`config.mk`:
```
export PLATFORM = sky130hd
export DESIGN_NAME = rotate_arbiter
export DESIGN_NICKNAME = d
export VERILOG_FILES = /design/src/rtl/rotate_arbiter_pkg.sv /design/src/rtl/rotate_arbiter_circular_left_shift_1.sv /design/src/rtl/rotate_arbiter.sv
export SDC_FILE = /design/constraint.sdc
export NUM_CORES = 1
export LEC_CHECK = 0
export ABC_CLOCK_PERIOD_IN_PS = 1450
export CAP_MARGIN = 20
export CORE_MARGIN = 8
export CORE_UTILIZATION = 38
export CTS_CLUSTER_DIAMETER = 60
export DETAILED_ROUTE_END_ITERATION = 10
export GPL_ROUTABILITY_DRIVEN = 0
export PLACE_DENSITY_LB_ADDON = 0.05
export SYNTH_ARGS = -nofsm -noshare
export SYNTH_HDL_FRONTEND = slang
export SYNTH_SLANG_ARGS = --single-unit
```
`constraint.sdc`:
```
create_clock -name clk -period 1.45 [get_ports clk]
set_clock_uncertainty 0.15 [all_clocks]
set_input_delay 0.29 -clock clk [delete_from_list [all_inputs] [get_ports clk]]
set_output_delay 0.29 -clock clk [all_outputs]
set_load 0.05 [all_outputs]
```
`src/rtl/rotate_arbiter_pkg.sv`:
```
// Shared constants, state encoding and arbitration helper for rotate_arbiter.
package rotate_arbiter_pkg;

  localparam int DATA_W = 8;
  localparam int CNT_W  = 3;
  localparam int REQ_N  = 2;

  typedef enum logic [1:0] {
    ST_IDLE   = 2'd0,
    ST_ROTATE = 2'd1,
    ST_DONE   = 2'd2
  } state_e;

  // Round-robin pick between two requesters: a tie goes to the pointer,
  // a lone requester wins outright. Result is meaningless with no request.
  function automatic logic pick_winner(input logic req0, input logic req1,
                                       input logic ptr);
    logic win;
    if (req0 && req1) begin
      win = ptr;
    end else if (req1) begin
      win = 1'b1;
    end else begin
      win = 1'b0;
    end
    return win;
  endfunction

endpackage

```
`src/rtl/rotate_arbiter_circular_left_shift_1.sv`:
```
// Combinational one-bit circular left rotation of a data word.
module circular_left_shift_1
  import rotate_arbiter_pkg::*;
(
  input  logic [DATA_W-1:0] din,
  output logic [DATA_W-1:0] dout
);

  // MSB wraps around into the LSB position.
  always_comb begin
    dout = {din[DATA_W-2:0], din[DATA_W-1]};
  end

endmodule

```
`src/rtl/rotate_arbiter.sv`:
```
// Two-requester round-robin arbiter feeding a serial left-rotate engine.
// The winner's operand is rotated one bit per ROTATE cycle until its
// amount is exhausted, then the result is presented for one DONE cycle.
module rotate_arbiter
  import rotate_arbiter_pkg::*;
(
  input  logic              clk,
  input  logic              rst,
  input  logic              req0,
  input  logic              req1,
  input  logic [DATA_W-1:0] a0,
  input  logic [DATA_W-1:0] a1,
  input  logic [CNT_W-1:0]  n0,
  input  logic [CNT_W-1:0]  n1,
  output logic [1:0]        gnt,
  output logic              busy,
  output logic              done,
  output logic              owner,
  output logic [DATA_W-1:0] r
);

  state_e              state_q, state_d;
  logic [DATA_W-1:0]   work_q, work_d;
  logic [CNT_W-1:0]    cnt_q, cnt_d;
  logic                owner_q, owner_d;
  logic                ptr_q, ptr_d;
  logic [1:0]          gnt_q, gnt_d;

  logic                accept;
  logic                winner;
  logic [DATA_W-1:0]   sel_a;
  logic [CNT_W-1:0]    sel_n;
  logic [DATA_W-1:0]   work_rot;

  circular_left_shift_1 u_rot (
    .din  (work_q),
    .dout (work_rot)
  );

  // Arbitration: only an idle engine accepts; requests while busy are ignored.
  always_comb begin
    // NOTE: every combinational output gets a default first so no latch is inferred.
    accept = 1'b0;
    winner = 1'b0;
    sel_a  = '0;
    sel_n  = '0;
    if (state_q == ST_IDLE && (req0 || req1)) begin
      accept = 1'b1;
      winner = pick_winner(req0, req1, ptr_q);
    end
    sel_a = winner ? a1 : a0;
    sel_n = winner ? n1 : n0;
  end

  // State register.
  always_ff @(posedge clk) begin
    if (rst) begin
      // NOTE: sequential state uses non-blocking assignments so every flop sees pre-edge values.
      state_q <= ST_IDLE;
    end else begin
      state_q <= state_d;
    end
  end

  // Next-state logic: zero amount skips ROTATE, last rotation goes to DONE.
  always_comb begin
    state_d = state_q;
    case (state_q)
      ST_IDLE: begin
        if (accept) begin
          state_d = (sel_n == '0) ? ST_DONE : ST_ROTATE;
        end
      end
      ST_ROTATE: begin
        if (cnt_q == CNT_W'(1)) begin
          state_d = ST_DONE;
        end
      end
      ST_DONE: begin
        state_d = ST_IDLE;
      end
      default: begin
        state_d = ST_IDLE;
      end
    endcase
  end

  // Datapath next values: load on acceptance, rotate and count down in ROTATE.
  always_comb begin
    work_d  = work_q;
    cnt_d   = cnt_q;
    owner_d = owner_q;
    ptr_d   = ptr_q;
    gnt_d   = 2'b00;
    if (accept) begin
      work_d  = sel_a;
      cnt_d   = sel_n;
      owner_d = winner;
      ptr_d   = ~winner;
      gnt_d   = winner ? 2'b10 : 2'b01;
    end else if (state_q == ST_ROTATE) begin
      work_d = work_rot;
      cnt_d  = cnt_q - CNT_W'(1);
    end
  end

  // Datapath registers.
  always_ff @(posedge clk) begin
    if (rst) begin
      // NOTE: the datapath is reset too, because r and owner have defined reset values.
      work_q  <= '0;
      cnt_q   <= '0;
      owner_q <= 1'b0;
      ptr_q   <= 1'b0;
      gnt_q   <= 2'b00;
    end else begin
      work_q  <= work_d;
      cnt_q   <= cnt_d;
      owner_q <= owner_d;
      ptr_q   <= ptr_d;
      gnt_q   <= gnt_d;
    end
  end

  // Outputs decoded from the registered state and datapath.
  always_comb begin
    busy  = (state_q != ST_IDLE);
    done  = (state_q == ST_DONE);
    gnt   = gnt_q;
    owner = owner_q;
    r     = work_q;
  end

endmodule

```
==> run metrics, run 1 <==
die height between 60 and 70 µm; Yosys cell types 34; clock sink count 17; syn_nets roughly 140; Slowest-stage cell, CP dfxtp_4; RSZ-0062 raised after global routing true; Power per Cell Area roughly 1200 nW/µm²; most frequent cells in the layout clkdlybuf4s50_1 (21), buf_4 (18), dfxtp_1 (15), buf_12 (15), nor2_1 (12); number of synthesized flops with an enable pin 0; initial antenna violation count 0; fmax about 660 MHz; gr usage total 0.147; fillers 191; Root Driver clkbuf_4; FF+latch count, synth 17; most used cell, CP buf_12; top cells by area, synth dfxtp_1 (35%), a311oi_1 (9.1%), nor2_1 (5.1%), a22oi_1 (3.9%), nand4_1 (3.2%); # IOs 39; Inst Count DP 191; Syn-to-layout area delta 86.1%; Slew HR 0.737; CP max FO 5; HPWL after DPL 2250 µm; Seq/Total Area, Yosys 0.352; CP Data Arrival Time between 1 and 1.5 ns; Skew-Pair Late Insertion Delay slightly below 0.3 ns; post-DR wirelength/cell 16.2 µm; vias in the first global route between 1,000 and 1,500; DP Area ~1600 µm²; DRC Markers 0; leakage ~0.72 nW; final std cells w/o fill 200; Final Instance Area ~1800 µm²; number of DRC markers in iteration 0 82; Antenna Cells 0; CTS tree built; crit path capture type primary output; Core Rows 18; final hold vios 0; commonest non-fill, non-tap cell in the layout clkdlybuf4s50_1; final WL between 3000 and 4000 µm; Synth Instances about 110; register area about 350 µm²; Synth top area share 0.352; fraction of registers with async set/reset 0; Hold Path Class flip-flop to flip-flop; measured slew at the worst slew-check pin slightly below 0.4 ns; Final ANT Viol Nets 0; Initial Util 0.397; Num CTS Buffers 3; Final min period around 1.5 ns; Mapped Area approximately 970 µm²; Final setup viols 1; Clock Pin Slew Worst Setup and Hold Paths 0.11 ns; crit share post-route 1.04; multi-input logic area between 600 and 700 µm²; status complete, but fails checks; area leader, netlist dfxtp_1; final core occ 0.739; Synth Flop Type dfxtp_1; worst setup path category flip-flop to primary output; Core Box Area 2430 µm²; Worst VDD drop around 0.85 mV; Max Slew Vio Count 0; failing checks negative setup slack; first-pass GRT wire length around 5200 µm; Startpoint Class flip-flop; worst stage delay on the critical path 0.38 ns; Vias/cell ~5.6; # Max-Cap Violations 0; Power Total 0.00222 W; area of the die 4410 µm²; IO Port Bufs 38; clock tree buffer depth 2; Final WS setup -0.0624 ns; Hold Slack 0.394 ns; CTS H-tree lvls 1; die extent in x around 66 µm; vias post-DR 1,121; Cell Chain, Critical Path buf_12, nor2b_4, buf_12; Total Nets Final between 150 and 200; grt ovf 0; Critical Path RT 1.01 ns; layout cell share with drive strength beyond 1 0.353; Ys Warns 0; largest net degree at the start of global routing 11; mean area per synthesized cell around 8.5 µm²; TritonRoute pass-1 iters 4
[cell type report]
class,instances,area share
Clock buffer,4,0.0146
Timing Repair Buffer,60,0.393
Tap cell,30,0.0209
Sequential cell,17,0.192
Multi-Input combinational cell,85,0.371
Inverter,4,0.00835
[worst max-delay path: cells and delay by family, from the launching register on]
| kind | cells | cell delay, ns |
|---|---|---|
| buffers and inverters | 2 | 0.28 |
| AND/OR/NAND/NOR | 1 | 0.13 |
| flip-flops | 1 | 0.38 |
[report_power, final]
group	internal [W]	leakage (nW)	switching (W)
combinational	0.000655	0.560	0.000643
sequential	0.000561	0.142	0.0000975
clock	0.000107	0.0150	0.000160
[state kept, by name, summed over array words and instances (netlist names)]
name	count
ptr_q	1
owner	1
cnt_q	3
state_q	2
r	8
gnt	2
[kinds of logic after synthesis]
kind of cell / after synthesis / share of synthesized area
muxes: 2 / 0.0207
adders and majority gates: 2 / 0.0259
AOI/OAI and AO/OA: 31 / 0.246
and+or+nand+nor: 47 / 0.268
xor gates and xnor gates: 2 / 0.0181
DFF: 17 / 0.352
buffers and inverters: 13 / 0.0686
[final timing paths]
check / startpoint / endpoint / slack (ns) / cells past startpoint
worst max-delay path: state_q[0] / done / -0.06 / 3
worst min-delay path: owner / owner / 0.39 / 2
worst max register to register: state_q[1] / cnt_q[2] / 0.01 / 6
worst min register to register: owner / owner / 0.39 / 2
[timing repair]
action	CTS	global route
setup endpoints to repair	16	13
pin swaps	5	13
gates resized for setup	23	13
setup buffers	5	0
hold buffers	0	0
cloned	1	0
[metal layers]
layer | track usage | routed length, µm | vias to the layer above
met4 | 0.0427 | 19 | 0
met1 | 0.173 | 1440 | 547
met3 | 0.0288 | 169 | 2
met5 | 0 | 0 | -
met2 | 0.259 | 1600 | 36
li1 | - | - | 536
[through the flow]
stage	worst slack [ns]	setup TNS, ns
floorplan	0.0377	0
global placement	-0.540	-6.52
detailed placement	-0.523	-6.90
CTS	-0.0518	-0.0926
global route	-0.0947	-0.341
finish	-0.0624	-0.0624
[synth_stat cells (2+ instances only)]
master,number
nor2b_1,3
o2bb2ai_1,2
nand3_1,4
a22oi_1,5
xnor2_1,2
nand2_1,7
a21oi_1,4
o21ai_0,3
dfxtp_1,17
and2_1,2
a311oi_1,10
buf_4,4
buf_2,2
nand3b_1,2
and3_1,2
nor3_1,2
inv_1,4
ha_1,2
nand4_1,5
mux2i_1,2
nor2_1,13
a21boi_0,2
nand2b_1,2
clkbuf_1,3
No activity file was read; power rests on OpenSTA's default activity.
==> run 2: changes to the inputs <==
- CORE_MARGIN: 8 -> 2
==> run 2 against run 1 <==
  * The run still ends with negative setup slack left
  * First-iteration DRC count is 77% lower
  * Register-to-register slack about the same
  * Utilization decreased by 1.9 points
  * Sequential cell count unchanged
  * Critical path type unchanged
  * Largest power group unchanged
==> run metrics, run 2 (synthesis results as in run 1) <==
routing usage on met2 0.369 (+0.110); Worst R2R End r[1]; grt ovf 0 (unchanged); Slew HR 0.772 (+0.0351); # IOs 39 (unchanged); clock share of power 0.124 (+0.004); Syn-to-layout area delta 81.5%; Final WS setup -0.0464 ns (+0.0160 ns); gr usage total 0.214 (+0.0675); fillers 194 (+1.6%); CP Data Arrival Time 1.06 ns (about the same); CP max FO 4 (-1); first-pass GRT wire length 4600 µm (-12%); Sw Pwr 0.000871 W (-3.2%); Power per Cell Area 1220 nW/µm² (-1.4%); final WL 2890 µm (-11%); area of the die 2960 µm² (-33%); Vias/cell 5.46 (-2.7%); # Max-Cap Violations 0 (unchanged); Final Instance Area 1750 µm² (-2.5%); Final setup viols 2 (+1); measured slew at the worst slew-check pin 0.342 ns (-0.0526 ns); most used routing layer met2; sequential share of power 0.306 (+0.010); Combinational Power Share 0.570 (-0.014); routing usage on met1 0.266 (+0.0923); layout cell share with drive strength beyond 1 0.349 (-0.00410); worst setup path category flip-flop to primary output; setup tns final -0.0580 ns (+0.00437 ns); Pint 0.00127 W (-4.3%); Place WS -0.499 ns (+0.0241 ns); Worst VDD drop 0.759 mV (-11%); crit path capture type primary output; number of flip-flops in the largest register 8 (unchanged); Hold Path End owner; Hold Path Class flip-flop to flip-flop; Core Rows 18 (unchanged); Num CTS Buffers 3 (unchanged); largest net degree at the start of global routing 11 (unchanged); r2r startpoint ptr_q; Hold Path Cell Cnt 2 (unchanged); Hold-fix buffers, CTS 0 (unchanged); Final ANT Viol Nets 0 (unchanged); DRC Markers 0 (unchanged); FF-to-FF path depth 5 (-1); Total Nets Final 201 (+1.0%); commonest non-fill, non-tap cell in the layout clkdlybuf4s50_1; Root Driver clkbuf_4; reg2reg setup slack 0.01 ns (about the same); number of DRC markers in iteration 0 19 (-77%); crit share post-route 1.03 (-0.0110); final std cells w/o fill 202 (+1.0%); initial antenna violation count 0 (unchanged); hold path startpoint owner; HPWL after DPL 2090 µm (-7.2%); post-DR wirelength/cell 14.3 µm (-12%); DP Area 1600 µm² (+0.47%); CTS tree built; IO Port Bufs 38 (unchanged); CTS H-tree lvls 1 (unchanged); Core Box Area 2430 µm² (unchanged); Final min period 1.50 ns (-0.0160 ns); met3 Use GR 0.0410 (+0.0122); Startpoint Class flip-flop; clock tree buffer depth 2 (unchanged); leakage 0.706 nW (-1.4%); final core occ 0.721 (-0.0185); die height 54.4 µm (-18%); status complete, but fails checks; Inst Count DP 192 (+0.52%); Antenna Cells 0 (unchanged); vias in the first global route 1,023 (-14%); Initial Util 0.397 (unchanged); fmax 668 MHz (+1.1%); most frequent cells in the layout clkdlybuf4s50_1 (21), buf_4 (19), dfxtp_1 (14); Critical Path RT 1.01 ns (about the same); switch share 0.408 (+0.00258); Skew-Pair Late Insertion Delay 0.29 ns (about the same); vias post-DR 1,102 (-1.7%); die extent in x 54.4 µm (-18%); Max Slew Vio Count 0 (unchanged); clock sink count 17 (unchanged); failing checks negative setup slack; TritonRoute pass-1 iters 4 (unchanged); Clock Pin Slew Worst Setup and Hold Paths 0.10 ns (about the same); RSZ-0062 raised after global routing true; final hold vios 0 (unchanged)
[run 2: metrics by stage]
| step | total power, W | hold WS (ns) |
|---|---|---|
| 4_1_cts | 0.00208 | 0.356 |
| 2_1_floorplan | 0.00124 | 0.302 |
| 3_3_place_gp | 0.00171 | 0.332 |
| 6_report | 0.00214 | 0.357 |
| 3_5_place_dp | 0.00173 | 0.340 |
| 5_1_grt | 0.00226 | 0.379 |
[run 2: layer usage]
| layer | vias to the layer above | share of wire | wire length, µm |
|---|---|---|---|
| met2 | 32 | 0.50 | 1440 |
| li1 | 546 | - | - |
| met5 | - | 0 | 0 |
| met4 | 0 | 0.0069 | 20 |
| met3 | 2 | 0.049 | 140 |
| met1 | 522 | 0.44 | 1280 |
[run 2: power by group through the flow]
stage                     Combinational, W  Sequential (W)  Clock, W
after floorplan                   0.000433        0.000805         0
after global placement             0.00107        0.000647         0
after detailed placement           0.00108        0.000649         0
after CTS                          0.00116        0.000650  0.000273
after global routing               0.00130        0.000664  0.000291
final                              0.00122        0.000654  0.000264
[run 2: worst max path at each step]
stage	start	endpoint
after floorplan	state_q[0]	done
after global placement	req0	r[1]
after detailed placement	req0	r[1]
after CTS	state_q[1]	done
after global routing	state_q[1]	done
final	state_q[1]	done
[run 2: final cells by class]
cell class	instances	area (µm²)	area share
repair buffers	62	696	0.397
clock inverters	1	5.00	0.00286
clock buffers	3	22.5	0.0128
flip-flops and latches	17	344	0.196
multi-input cells	85	633	0.361
well taps	30	37.5	0.0214
inverters	4	15.0	0.00857
[run 2: critical path, stage by stage, from the launching register on]
cell and delay, ns:
dfxtp_2 0.37, buf_6 0.11, nor2b_4 0.15, buf_12 0.14
[run 2: repair_timing]
| action | in CTS | in global routing |
|---|---|---|
| resized for setup | 16 | 13 |
| setup buffers | 3 | 2 |
| pin swaps | 6 | 13 |
| cloned | 1 | 0 |
| endpoints found under the setup margin | 16 | 13 |
